<file path="src/rtl/relprime_pkg.sv">
// Shared definitions for the relprime engine: default datapath width and FSM state encoding.
package relprime_pkg;

    localparam int W_DEFAULT = 16;

    typedef enum logic [2:0] {
        IDLE  = 3'd0,
        LOAD  = 3'd1,
        INIT  = 3'd2,
        STEP  = 3'd3,
        CHECK = 3'd4,
        DONE  = 3'd5
    } state_t;

endpackage

</file>
<file path="src/rtl/gcd_sub_unit.sv">
// Subtraction-Euclid gcd datapath: holds A/B and performs one subtraction per step.
// When eq is high, A holds the gcd.
module gcd_sub_unit
    import relprime_pkg::*;
#(
    parameter int W = W_DEFAULT
) (
    input  logic         clk,
    input  logic         rst_n,
    input  logic         load,
    input  logic         step,
    input  logic [W-1:0] a_init,
    input  logic [W-1:0] b_init,
    output logic [W-1:0] a,
    output logic         eq
);

    logic [W-1:0] b;

    assign eq = (a == b);

    // NOTE: sequential state uses non-blocking assignments so every register
    // samples pre-edge values, independent of statement order.
    always_ff @(posedge clk or negedge rst_n) begin
        if (!rst_n) begin
            a <= '0;
            b <= '0;
        end else if (load) begin
            a <= a_init;
            b <= b_init;
        end else if (step) begin
            // The larger operand is always the minuend, so no underflow.
            if (a > b) begin
                a <= a - b;
            end else if (b > a) begin
                b <= b - a;
            end
        end
    end

endmodule

</file>
<file path="src/rtl/top_level.sv">
// Relprime engine: finds the smallest m >= decimal_two with gcd(register_value, m) == decimal_one,
// stepping m by decimal_one and using gcd_sub_unit for the gcd.
module top_level
    import relprime_pkg::*;
#(
    parameter int W = W_DEFAULT
) (
    input  logic         CLK,
    input  logic         RST_N,
    input  logic [W-1:0] register_value,
    input  logic [W-1:0] decimal_two,
    input  logic [W-1:0] decimal_one,
    input  logic         start,
    output logic [W-1:0] out,
    output logic         done
);

    state_t       state;
    logic [W-1:0] n_reg;
    logic [W-1:0] m_reg;
    logic [W-1:0] one_reg;
    logic [W-1:0] m_next;
    logic [W-1:0] gcd_a;
    logic         gcd_eq;
    logic         operand_zero;
    logic         load_ab;
    logic         step_ab;

    assign m_next       = m_reg + one_reg;
    assign operand_zero = (n_reg == '0) || (m_reg == '0);

    // NOTE: every always_comb output gets a default first so no path leaves
    // it unassigned, which would otherwise infer a latch.
    always_comb begin
        load_ab = 1'b0;
        step_ab = 1'b0;
        if (!start) begin
            if (state == INIT && !operand_zero) begin
                load_ab = 1'b1;
            end
            if (state == STEP && !gcd_eq) begin
                step_ab = 1'b1;
            end
        end
    end

    gcd_sub_unit #(
        .W(W)
    ) u_gcd (
        .clk    (CLK),
        .rst_n  (RST_N),
        .load   (load_ab),
        .step   (step_ab),
        .a_init (n_reg),
        .b_init (m_reg),
        .a      (gcd_a),
        .eq     (gcd_eq)
    );

    always_ff @(posedge CLK or negedge RST_N) begin
        if (!RST_N) begin
            state   <= IDLE;
            n_reg   <= '0;
            m_reg   <= '0;
            one_reg <= '0;
            out     <= '0;
            done    <= 1'b0;
        end else if (start) begin
            // Restart from any state; out keeps the old result until a new one lands.
            state   <= LOAD;
            n_reg   <= register_value;
            m_reg   <= decimal_two;
            one_reg <= decimal_one;
            done    <= 1'b0;
        end else begin
            case (state)
                IDLE: state <= IDLE;
                LOAD: state <= INIT;
                INIT: begin
                    if (operand_zero) begin
                        out   <= '0;
                        done  <= 1'b1;
                        state <= DONE;
                    end else begin
                        state <= STEP;
                    end
                end
                STEP: begin
                    if (gcd_eq) begin
                        state <= CHECK;
                    end
                end
                CHECK: begin
                    if (gcd_a == one_reg) begin
                        out   <= m_reg;
                        done  <= 1'b1;
                        state <= DONE;
                    end else begin
                        m_reg <= m_next;
                        // Candidate wrapped past 2^W-1: no answer in range.
                        if (m_next == '0) begin
                            out   <= '0;
                            done  <= 1'b1;
                            state <= DONE;
                        end else begin
                            state <= INIT;
                        end
                    end
                end
                DONE:    state <= DONE;
                default: state <= IDLE;
            endcase
        end
    end

endmodule

</file>
<file path="config.mk">
export PLATFORM = sky130hd
export DESIGN_NAME = top_level
export DESIGN_NICKNAME = d
export VERILOG_FILES = /design/src/rtl/relprime_pkg.sv /design/src/rtl/gcd_sub_unit.sv /design/src/rtl/top_level.sv
export SDC_FILE = /design/constraint.sdc
export NUM_CORES = 1
export LEC_CHECK = 0
export BUFFER_PORTS_ARGS = -buffer_cell sky130_fd_sc_hd__buf_4
export CAP_MARGIN = 20
export CELL_PAD_IN_SITES_DETAIL_PLACEMENT = 0
export CELL_PAD_IN_SITES_GLOBAL_PLACEMENT = 1
export CORE_MARGIN = 2
export CORE_UTILIZATION = 46
export CTS_CLUSTER_DIAMETER = 30
export DETAILED_ROUTE_END_ITERATION = 16
export PLACE_DENSITY = 0.91
export SLEW_MARGIN = 20
export SYNTH_ARGS = -nofsm -noshare
export SYNTH_HDL_FRONTEND = slang
export SYNTH_SLANG_ARGS = --single-unit
</file>
<file path="constraint.sdc">
create_clock -name CLK -period 4.1 [get_ports CLK]
set_input_delay 0 -clock CLK [delete_from_list [all_inputs] [get_ports CLK]]
set_output_delay 0 -clock CLK [all_outputs]
set_load 0.03 [all_outputs]
</file>
==> out/qor.csv <==
metric,value,unit
Tmin final,3490,ps
Crit-path slowest cell,or3_1,
Flop pwr share,0.271,
Clock Skews,7.20,ps
clock network fraction of total power,0.155,
largest delay contributor family on the critical path,compound AO/OA/AOI/OAI gates,
PortBufs,67,
Startpoint Class,register,
gr ovfl total,0,
DIE WIDTH,127,um
crit-path max cell delay,760,ps
total number of vias,6136,
Synth Flop Type,dfrtp_1,
initial antenna violation count,0,
Nets,965,
Initial Util,0.475,
crit path launch,u_gcd.a[0],
Hold Buf Count CTS,49,
"Slew Viols, Final",0,
dpl hpwl,13200,um
Syn. warnings,0,
post-CTS sizing,0,
fraction of layout instances using a drive strength above 1,0.160,
fmax,0.287,GHz
Crit. End Element,register,
P_sw,2630,uW
synthesized area,6960,um^2
design area,8390,um^2
CTS tree,done,
Tcrit/Tclk final,0.851,
TNS Setup,0,ps
Hold Path Class,input pin to register,
clk_lat worst skew,350,ps
die area,16100,um^2
Static Leak,0.00381,uW
max-cap violations,0,
worst hold margin,231,ps
Critical Path AT,3730,ps
drt via density,5.83,
cell depth of the worst setup path,11,
drt drc,0,
Core Rows,44,
RR Startpoint,u_gcd.a[0],
postcts setup bufs,0,
worst r2r dst,u_gcd.a[15],
Routed WL per cell,17.9,um
outcome,"complete, no violations",
FF-to-FF path depth,11,
CP cell instances,inv_1 > ha_1 > fa_1 > nor2b_1 > o2111ai_1 > a31oi_1 > a221oi_1 > or3_1 > a21oi_1 > o21ai_0 > o21a_1,
number of buffers created by CTS,9,
Placed Instance Area,7590,um^2
reg2reg setup slack,610,ps
average cell area after synthesis,9.04,um^2
Relative slew margins,0.322,
Layout Utilization,0.573,
"FFs w/ async S/R, synth",1.00,
Crit path required time,4340,ps
Logic pwr share,0.574,
Core Region,14600,um^2
final hold vios,0,
cell area power density,695,nW/um^2
Critical Path Sink,u_gcd.a[15],
"FF+latch count, synth",100,
Worst VDD drop,0.000365,V
Yosys cell types,58,
sw frac,0.451,
sequential fraction of the synthesis area,0.360,
endpoints failing setup,0,
Syn Nets,871,
largest net degree at the start of global routing,71,
Detailed Routing Iterations Pass 1,5,
number of global-route vias before repair,5826,
DRT iter0 DRCs,370,
Internal,3200,uW
Root Driver,clkbuf_16,
Setup CP Type,register to register,
global-route wire length before repair,31100,um
antenna-violating nets left,0,
gr usage total,0.241,
"EDFF count, synth",0,
"Reg clk slew, reported paths",70,ps
GP Congestion,0.864,
ANT cells,0,
die height,127,um
CTS max path bufs,2,
pin slew with the least headroom to its limit,1020,ps
Ports,68,
Post-Route WL,18900,um
H-tree depth,3,
unrepaired setup endpoints after global routing,false,
CP max FO,30,
Clock Sinks,100,
Buffers & Inverters on Critical Path,1,
Synth-to-Final Area Change,20.5,%
post-synthesis cell count,770,
==> area by class of cell <==
class | count | area (um^2)
sequential | 100 | 2500
clock inverter | 5 | 65.1
multi-input combinational | 594 | 4170
clock buffer | 11 | 243
tap | 184 | 230
fill | 1248 | 6260
inverter | 37 | 139
timing repair buffer | 122 | 1040
==> cell families after synthesis <==
logic type               after synthesis  synth area share
flip-flops                           100             0.360
XOR/XNOR                              52            0.0654
AND/OR/NAND/NOR                      204             0.141
AO/OA/AOI/OAI                        240             0.223
multiplexers                          48            0.0748
buffers and inverters                 76            0.0424
adder cells (fa/ha/maj)               50            0.0931
==> worst min path at each step <==
stage	start	end	depth (start not counted)
after floorplan	RST_N	done	0
after global placement	RST_N	m_reg[15]	1
after detailed placement	RST_N	m_reg[14]	1
after CTS	start	m_reg[15]	3
after global routing	start	m_reg[15]	3
final	start	m_reg[15]	3
==> synthesized netlist by cell type (6+ instances only) <==
cell	instances	area (um^2)
ha_1	47	588
inv_1	37	139
a211oi_1	7	52.6
mux2i_1	16	160
a22oi_1	16	120
a21oi_1	50	250
and3_1	9	56.3
o211ai_1	6	45.0
or2_2	7	43.8
nor3_1	12	60.1
nor4_1	15	93.8
o21ai_1	12	60.1
dfrtp_1	100	2500
a31oi_1	7	43.8
a21o_1	30	225
nand2b_1	7	43.8
nand2_1	80	300
clkbuf_1	33	124
nor2_1	34	128
o21a_1	8	60.1
mux2_2	32	360
o21ai_0	67	335
xnor2_1	20	175
xor2_1	32	280
nand4_1	7	43.8
nor2b_1	11	68.8
or3_1	6	37.5
==> layout by cell type (no fill, tap or decap), drive strengths merged, types with 3 or more instances in the layout <==
master / count
o211ai: 7
nor2b: 11
a22oi: 16
dfrtp: 100
nand2b: 7
a31oi: 7
o21bai: 4
mux2i: 16
nor4: 15
nor2: 35
a21o: 30
xnor2: 20
and3: 9
inv: 41
nand3: 5
nand4: 7
or3: 6
and4: 4
dlygate4sd3: 49
a221o: 3
a221oi: 3
nand2: 80
ha: 47
o21ai: 79
a21oi: 50
o21a: 8
a211oi: 8
a31o: 3
clkbuf: 11
buf: 73
or2: 8
a211o: 3
nor3: 12
xor2: 32
mux2: 32
fa: 3
==> metrics by stage <==
| step | std cells | worst slack (ps) | power (uW) |
|---|---|---|---|
| 2_1_floorplan | 770 | 1190 | 4000 |
| 3_3_place_gp | 988 | 748 | 4810 |
| 3_5_place_dp | 988 | 691 | 4810 |
| 4_1_cts | 1053 | 661 | 5780 |
| 5_1_grt | 1053 | 378 | 6270 |
| 6_report | 1053 | 611 | 5830 |
==> power groups by stage <==
stage                     clock (uW)  combinational, uW  sequential [uW]
after floorplan                    0               2390             1610
after CTS                        912               3300             1570
after global placement             0               3230             1580
after global routing             961               3700             1610
final                            907               3350             1580
after detailed placement           0               3230             1580
==> routing by layer <==
layer,global-route usage,vias to the layer above,share of wire
met2,0.407,184,0.49
met1,0.339,2978,0.45
met3,0.0230,18,0.044
met5,0,-,0
met4,0.0517,0,0.012
li1,-,2956,-
==> worst reg2reg max path: stages (launching register included) <==
cell and delay, ps:
dfrtp_1 410, inv_1 60, ha_1 220, fa_1 420, nor2b_1 200, o2111ai_1 170, a31oi_1 360, a221oi_1 170
or3_1 760, a21oi_1 310, o21ai_0 130, o21a_1 160
No activity file was read; power rests on OpenSTA's default activity.
